<file path="src/rtl/uart_tx_arbiter.sv">
// Round-robin arbiter sharing one UART transmit FSM between NUM_REQ requesters.
// Snapshots byte and frame config, launches, retries on error/timeout, then acks or nacks.
module uart_tx_arbiter #(
   parameter int NUM_REQ     = 4,
   parameter int MAX_RETRY   = 2,
   parameter int TIMEOUT_CYC = 4096
) (
   input  logic                 PCLK,
   input  logic                 PRESET,
   input  logic [NUM_REQ-1:0]   req,
   input  logic [NUM_REQ*8-1:0] req_data,
   input  logic [3:0]           cfg_data_len,
   input  logic                 cfg_parity_en,
   input  logic                 cfg_stop2,
   input  logic                 tx_done,
   input  logic                 tx_error,
   output logic                 tx_en,
   output logic [7:0]           tx_data,
   output logic [3:0]           tx_data_len,
   output logic                 tx_parity_mode,
   output logic                 tx_stop_twice,
   output logic [NUM_REQ-1:0]   gnt,
   output logic [2:0]           grant_id,
   output logic [NUM_REQ-1:0]   ack,
   output logic [NUM_REQ-1:0]   nack,
   output logic                 busy
);

   localparam int TW = (TIMEOUT_CYC > 2) ? $clog2(TIMEOUT_CYC) : 1;
   localparam int RW = (MAX_RETRY > 0) ? $clog2(MAX_RETRY + 1) : 1;

   typedef enum logic [1:0] {S_IDLE, S_LAUNCH, S_WAIT, S_COMPLETE} state_t;

   state_t         state, next_state;
   logic [2:0]     ptr;
   logic [RW-1:0]  retry_cnt;
   logic [TW-1:0]  timer;

   logic           win_valid;
   logic [2:0]     win_id;
   logic [7:0]     win_data;
   logic           fail;
   logic           success;
   logic           retry_ok;

   function automatic logic [3:0] clamp_len(input logic [3:0] len);
      if (len < 4'd5)      return 4'd5;
      else if (len > 4'd8) return 4'd8;
      else                 return len;
   endfunction

   // Search upward from the pointer; the inner loop keeps every bit select constant.
   always_comb begin
      // NOTE: every combinationally assigned signal gets a default first, so no path can infer a latch.
      win_valid = 1'b0;
      win_id    = '0;
      win_data  = '0;
      for (int i = 0; i < NUM_REQ; i++) begin
         int cand;
         cand = int'(ptr) + i;
         if (cand >= NUM_REQ) cand = cand - NUM_REQ;
         for (int j = 0; j < NUM_REQ; j++) begin
            if (!win_valid && j == cand && req[j]) begin
               win_valid = 1'b1;
               win_id    = 3'(j);
               win_data  = req_data[j*8 +: 8];
            end
         end
      end
   end

   always_ff @(posedge PCLK or posedge PRESET) begin
      if (PRESET) state <= S_IDLE;
      else        state <= next_state;
   end

   always_comb begin
      next_state = state;
      fail       = 1'b0;
      success    = 1'b0;
      retry_ok   = int'(retry_cnt) < MAX_RETRY;
      case (state)
         S_IDLE:     if (win_valid) next_state = S_LAUNCH;
         S_LAUNCH:   next_state = S_WAIT;
         S_WAIT: begin
            // Error has priority over a simultaneous done.
            if (tx_error || timer == TW'(TIMEOUT_CYC - 1)) begin
               fail       = 1'b1;
               next_state = retry_ok ? S_LAUNCH : S_COMPLETE;
            end else if (tx_done) begin
               success    = 1'b1;
               next_state = S_COMPLETE;
            end
         end
         S_COMPLETE: next_state = S_IDLE;
         default:    next_state = S_IDLE;
      endcase
   end

   always_ff @(posedge PCLK or posedge PRESET) begin
      if (PRESET) begin
         tx_en          <= 1'b0;
         tx_data        <= '0;
         tx_data_len    <= 4'd8;
         tx_parity_mode <= 1'b0;
         tx_stop_twice  <= 1'b0;
         gnt            <= '0;
         grant_id       <= '0;
         ack            <= '0;
         nack           <= '0;
         ptr            <= '0;
         retry_cnt      <= '0;
         timer          <= '0;
      end else begin
         // NOTE: registered state uses non-blocking assignments so every flop samples pre-edge values.
         tx_en <= (state == S_LAUNCH);
         ack   <= '0;
         nack  <= '0;
         case (state)
            S_IDLE: begin
               if (win_valid) begin
                  gnt            <= NUM_REQ'(1) << win_id;
                  grant_id       <= win_id;
                  tx_data        <= win_data;
                  tx_data_len    <= clamp_len(cfg_data_len);
                  tx_parity_mode <= cfg_parity_en;
                  tx_stop_twice  <= cfg_stop2;
                  retry_cnt      <= '0;
               end
            end
            S_LAUNCH: timer <= '0;
            S_WAIT: begin
               timer <= timer + TW'(1);
               if (fail) begin
                  if (retry_ok) retry_cnt <= retry_cnt + RW'(1);
                  else          nack      <= gnt;
               end else if (success) begin
                  ack <= gnt;
               end
            end
            S_COMPLETE: begin
               gnt <= '0;
               ptr <= (int'(grant_id) == NUM_REQ - 1) ? 3'd0 : grant_id + 3'd1;
            end
            default: ;
         endcase
      end
   end

   assign busy = (state != S_IDLE);

endmodule

</file>
<file path="config.mk">
export PLATFORM = sky130hd
export DESIGN_NAME = uart_tx_arbiter
export DESIGN_NICKNAME = d
export VERILOG_FILES = /design/src/rtl/uart_tx_arbiter.sv
export SDC_FILE = /design/constraint.sdc
export NUM_CORES = 1
export LEC_CHECK = 0
export CAP_MARGIN = 20
export CELL_PAD_IN_SITES_DETAIL_PLACEMENT = 1
export CELL_PAD_IN_SITES_GLOBAL_PLACEMENT = 2
export CORE_ASPECT_RATIO = 0.5
export CORE_MARGIN = 2
export CORE_UTILIZATION = 30
export DETAILED_ROUTE_END_ITERATION = 12
export GPL_TIMING_DRIVEN = 0
export PLACE_DENSITY = 0.8
export SYNTH_ARGS = -nofsm -noshare
export SYNTH_HDL_FRONTEND = slang
export SYNTH_SLANG_ARGS = --single-unit
</file>
<file path="constraint.sdc">
create_clock -name PCLK -period 2 [get_ports PCLK]
set_input_delay 0.2 -clock PCLK [delete_from_list [all_inputs] [get_ports PCLK]]
set_output_delay 0.2 -clock PCLK [all_outputs]
set_load 0.02 [all_outputs]
</file>
==> results of run 1 <==
## power by group through the flow
stage	Combinational, mW	Clock (mW)	Sequential (mW)
after floorplan	1.72	0	1.70
after global placement	3.07	0	1.52
after detailed placement	3.10	0	1.52
after CTS	3.18	0.896	1.51
after global routing	3.80	0.954	1.57
final	3.51	0.878	1.53
## final cells by class
type / instances / area, µm²
clock buffer: 6 / 138.9
sequential: 47 / 1180
buffer: 24 / 168.9
fill: 1297 / 6256
inverter: 11 / 41.29
timing repair buffer: 83 / 817.0
multi-input combinational: 329 / 2255
tap: 145 / 181.4
clock inverter: 1 / 8.758
## routing by layer
| metal | vias to the layer above | track usage, % | routed length, µm |
|---|---|---|---|
| li1 | 1729 | - | - |
| met1 | 1893 | 30.31 | 6228 |
| met2 | 157 | 35.42 | 6026 |
| met3 | 15 | 3.909 | 920 |
| met4 | 0 | 3.426 | 153 |
| met5 | - | 0 | 0 |
## Yosys cell counts (all sizes together), types with 4 or more instances
| library cell | n | share of area (%) |
|---|---|---|
| a21oi | 22 | 3.2 |
| a221oi | 10 | 2.6 |
| a22oi | 7 | 1.5 |
| and2 | 9 | 1.6 |
| and3 | 9 | 1.8 |
| buf | 19 | 3.5 |
| clkbuf | 5 | 0.55 |
| dfrtp | 46 | 34 |
| ha | 6 | 2.2 |
| inv | 11 | 1.2 |
| mux2 | 4 | 1.3 |
| nand2 | 61 | 6.7 |
| nand2b | 8 | 1.5 |
| nand3 | 15 | 2.2 |
| nor2 | 25 | 3.0 |
| nor2b | 8 | 1.7 |
| nor3 | 14 | 2.5 |
| o211ai | 7 | 1.5 |
| o21a | 4 | 0.88 |
| o21ai | 28 | 4.1 |
| o22ai | 19 | 3.5 |
| xor2 | 4 | 1.0 |
## worst max path at each step
stage | startpoint | end | slack, ns | cells after the start
after detailed placement | req[0] | tx_data[7] | -0.53 | 8
after global placement | req[0] | tx_data[7] | -0.50 | 8
final | ptr[0] | tx_data[2] | -0.007 | 7
after floorplan | state[0] | tx_data[0] | 0.26 | 7
after CTS | ptr[0] | tx_data[7] | -0.08 | 6
after global routing | ptr[0] | tx_data[2] | -0.04 | 7
## state kept, by name (all words and copies together) (netlist names)
name            flops
ack                 4
gnt                 4
grant_id            2
nack                4
ptr                 2
retry_cnt           2
state               2
timer              12
tx_data             8
tx_data_len         4
tx_en               1
tx_parity_mode      1
tx_stop_twice       1
## cells in the final DEF (no fill, tap or decap), types with 4 or more instances in the layout
cell,synthesis,final
nand3_1,15,11
nand3_2,0,4
clkbuf_16,0,5
buf_6,3,6
and3_1,8,8
a22oi_1,7,7
clkdlybuf4s50_1,0,71
a21oi_1,22,22
nand2_1,61,59
and2_1,9,8
buf_2,13,7
nand2b_1,8,8
a221oi_1,10,9
inv_1,11,10
mux2_2,4,4
o211ai_1,7,7
xor2_1,4,4
nor2b_1,7,4
clkbuf_1,5,5
o22ai_1,19,17
dfrtp_1,46,44
nor2_1,23,20
nor3_1,12,8
o21ai_0,26,26
nor2_2,1,4
buf_4,3,13
ha_1,6,4
## logic make-up after synthesis
family	Yosys count	share of synthesized area, %
adders and majority gates	6	2.192
muxes	7	2.192
DFF	47	34.38
other	1	0.1095
xor gates and xnor gates	5	1.279
and+or+nand+nor	171	26.34
AOI/OAI and AO/OA	139	28.21
buffers and inverters	35	5.298
## through the flow
step | std cells | setup slack [ns] | util [%] | instance area [µm²] | power (mW)
4_1_cts | 637 | -0.07778 | 41.45 | 4579 | 5.593
5_1_grt | 646 | -0.04437 | 43.37 | 4791 | 6.325
3_5_place_dp | 630 | -0.5270 | 39.44 | 4357 | 4.623
2_1_floorplan | 411 | 0.2557 | - | 3425 | 3.419
6_report | 646 | -0.006538 | 43.37 | 4791 | 5.914
3_3_place_gp | 629 | -0.4956 | 39.26 | 4337 | 4.591
## what timing repair did
action,4_1_cts,5_1_grt
pin swaps,0,5
resized for setup,20,38
hold endpoints to repair,0,0
endpoints found under the setup margin,18,24
hold buffers,0,0
gates cloned,0,1
buffers inserted,0,8
## worst max-delay path: cells and delay by family (launching register included)
kind,cells,cell delay (ns)
AO/OA/AOI/OAI,5,0.98
buffers and inverters,1,0.17
flip-flops,1,0.48
AND/OR/NAND/NOR,1,0.25
==> metrics, run 1 <==
clock slew at reported path FFs 0.07 ns; DR vias 3794; Routed Antenna Nets 0; Worst slew margin between 60% and 70%; crit path kind reg2reg; Die W between 150 and 200 µm; CP Launch Type register; chain of cells forming the critical path buf_4 > and3b_1 > o21a_2 > a221oi_2 > o211ai_1 > o2111ai_1 > a31oi_1; fin crit share 100.3%; PD cells about 1200 nW/µm²; DRT Pass-1 Iters 5; max-slew violations 0; Root Driver clkbuf_16; drt wl/cell between 20 and 25 µm; Layout Skew roughly 0.0065 ns; Synth cell types 74; CTS sink cnt 47; total CTS buffers 5; fmax ~0.50 GHz; Initial Utilization between 30% and 40%; LEAKAGE roughly 1.9 nW; nets around 550; Critical-path top delay cell dfrtp_2; clk buf depth 2; global-route wire length before repair about 21000 µm; r2r endpoint tx_data[2]; layout cells sized above 1 17.17%; required time of the worst setup path roughly 2.2 ns; Synthesized Nets approximately 460; Vert. Die Dim between 70 and 80 µm; status finished, violations left; worst hold path type in2async; dpl hpwl about 10000 µm; setup tns final -0.006538 ns; antenna cell count 0; DRC 0; reg2reg path depth 7; antenna violations before repair 0; largest net degree at the start of global routing 35; row cnt 27; Die Area about 12000 µm²; io pins between 70 and 80; worst hold slack around 0.18 ns; Comb power frac around 59%; Cell Int Power 3.281 mW; minimum clock period approximately 2 ns; worst r2r src ptr[0]; H-tree level count 2; EDFF count, synth 0; Top FF cell, synth dfrtp_1; cells after synthesis between 400 and 500; clock latency on the worst-skew pair ~0.3 ns; Mean Syn Cell Area about 8.3 µm²; Core Footprint about 11000 µm²; Worst Setup End Kind register; #FFs+latches synth 47; Final setup viols 1; Post-Route WL approximately 13000 µm; Synth warnings 0; Worst-Margin Slew roughly 0.58 ns; number of global-route vias before repair between 3000 and 4000; Initial DRC Count 330; Maximum Capacitance Violations 0; sw power between 2 and 3 mW; setup ws final -0.006538 ns; CTS tree built; Seq/Total Area, Yosys between 30% and 40%; Max IR drop VDD 364.6 µV; failing checks negative setup slack; synthesis-to-finish area growth 39.90%; critical path data arrival time around 2.2 ns; Clock Power Share 14.8%; PortBufs between 70 and 80; sequential fraction of design power between 20 and 30%; Via density around 6; switching share of power approximately 45%; Congestion Overflow GR 0; Total GRT Usage a little over a fifth; Hold Fails Final Rpt 0; crit-path max FO 7; Final Wtd Congestion 0.8982; Post-synth ARST share 100.0%; Mapped Area ~3400 µm²; Worst R2R Setup Slack -0.007 ns; max incr delay on CP 0.48 ns
Power figures use the tool's default switching activity.
==> run 2: changes to the inputs <==
- CORE_MARGIN: 2 -> 1
- SETUP_SLACK_MARGIN: not set -> 0.3
==> run 2 against run 1 <==
  * The run still ends with negative setup slack left
  * Count of clock-buffer cells in the layout did not move
  * Sequential power barely moved
  * Wire length rose by 5.2%
  * Maximum frequency rose by 0.26%
==> metrics, run 2 (synthesized netlist as in run 1, its figures left out) <==
antenna violations before repair 0; minimum clock period 2.001 ns; clock slew at reported path FFs roughly 0.070 ns; Congestion Overflow GR 0; Worst R2R Setup Slack -0.001 ns; worst hold path type in2async; total CTS buffers 5; PortBufs 73; worst path bufs/invs 1; sequential fraction of design power approximately a quarter; DRC 0; fmax 0.4996 GHz; crit-path max FO 7; nets between 500 and 600; setup tns final -0.001411 ns; layout cells sized above 1 between 20 and 30%; Via density slightly below 6; crit path kind reg2reg; Vert. Die Dim 77.55 µm; max-slew violations 0; antenna cell count 0; DRT Pass-1 Iters 5; Max IR drop VDD approximately 420 µV; global-route wire length before repair 21510 µm; setup ws final -0.001411 ns; Placed Area roughly 4400 µm²; Comb power frac ~63%; Total GRT Usage about a quarter; critical path data arrival time 2.21 ns; r2r endpoint tx_data[2]; row cnt 27; Die Area approximately 12000 µm²; most common cell after layout, fill and taps aside clkdlybuf4s50_1; RSZ-0062 raised after global routing yes; CP Launch Type register; Critical-path top delay cell dfrtp_2; Die W 153.1 µm; Final setup viols 1; Initial Utilization 31.00%; M3 GR Usage 4.246%; largest reg by FF count timer; failing checks negative setup slack; switching share of power 44.18%; Hold Fails Final Rpt 0; synthesis-to-finish area growth 50.09%; number of global-route vias before repair 3863; met1 usage in global routing between 30% and 40%; CTS tree built; fin crit share 100.1%; required time of the worst setup path roughly 2.2 ns; H-tree level count 2; LEAKAGE between 2 and 2.5 nW; chain of cells forming the critical path buf_6 > or3b_4 > a211oi_4 > a221oi_2 > o211ai_1 > o2111ai_1 > a31oi_1; Setup WS pre-CTS -0.5466 ns; max reg flops 12; Maximum Capacitance Violations 0; most frequent cells in the layout 70 x clkdlybuf4s50_1, 57 x nand2_1, 43 x dfrtp_1; Worst Setup End Kind register; DR vias a little under 4000; Largest regs timer: 12 flops, tx_data: 8 flops; Clock Power Share 13.8%; Final Wtd Congestion 0.8778; PD cells 1250 nW/µm²; Cell Int Power 3.586 mW; Initial DRC Count roughly 350; Post-Route WL approximately 14000 µm; Core Footprint ~11000 µm²; placed cells 630; Root Driver clkbuf_16; met2 usage between 30 and 40%; CTS sink cnt 47; largest net degree at the start of global routing 33; reg2reg path depth 7; CP top delay family compound AO/OA/AOI/OAI gates; worst r2r src ptr[0]; dpl hpwl 9733 µm; Layout Skew just under 0.008 ns; clock latency on the worst-skew pair 0.29 ns; status finished, violations left; gr busiest metal met2; post-route cell area 5140 µm²; Routed Antenna Nets 0; sw power ~2.8 mW; io pins 77; max incr delay on CP roughly 0.49 ns; drt wl/cell about 21 µm; Non-Filler Instances 664; clk buf depth 2
-- run 2: changes by cell type in the layout (fill, tap and decap cells not counted), moves of 5 or more --
cell / change
buf_4: +13
buf_6: +6
a221oi_1: -5
a221oi_2: +5
clkbuf_1: -5
-- run 2: power groups by stage --
| stage | Combinational (mW) | Sequential [mW] | Clock (mW) |
|---|---|---|---|
| 6_report | 4.03 | 1.51 | 0.884 |
| 5_1_grt | 4.32 | 1.55 | 0.960 |
| 4_1_cts | 3.51 | 1.50 | 0.927 |
| 3_5_place_dp | 3.16 | 1.53 | 0 |
| 3_3_place_gp | 3.13 | 1.52 | 0 |
| 2_1_floorplan | 1.76 | 1.71 | 0 |
-- run 2: repair_timing --
action,in CTS,in global routing
setup endpoints to repair,33,20
pin swaps,9,21
resized for setup,48,55
hold buffers,0,0
cloned,1,0
buffers inserted,11,14
-- run 2: per-layer routing --
layer,up-vias,wire length [µm]
li1,1758,-
met1,1958,6437
met2,173,6415
met3,25,903
met4,0,270
met5,-,0
-- run 2: worst max-delay path by stage --
stage / startpoint / endpoint / depth (start not counted)
after global routing: ptr[0] / tx_data[2] / 7
after detailed placement: req[0] / tx_data[7] / 8
after global placement: PRESET / ptr[0] / 2
after CTS: ptr[0] / tx_data[6] / 7
final: ptr[0] / tx_data[2] / 7
after floorplan: ptr[1] / tx_data[5] / 6
-- run 2: final cells by class --
| type | instances | area, µm² |
|---|---|---|
| multi-input cells | 329 | 2445 |
| fillers | 1287 | 5907 |
| clock inverters | 2 | 13.76 |
| repair buffers | 100 | 952.2 |
| plain buffers | 24 | 186.4 |
| clock buffers | 6 | 138.9 |
| inverters | 11 | 41.29 |
| well taps | 145 | 181.4 |
| flip-flops and latches | 47 | 1181 |
-- run 2: stage by stage --
stage / hold slack [ns] / power, mW / utilization, %
detailed placement: 0.4521 / 4.689 / 39.64
global route: 0.2425 / 6.832 / 46.53
CTS: 0.2111 / 5.931 / 43.31
finish: 0.2010 / 6.425 / 46.53
floorplan: 0.2831 / 3.471 / -
global placement: 0.4527 / 4.645 / 39.46
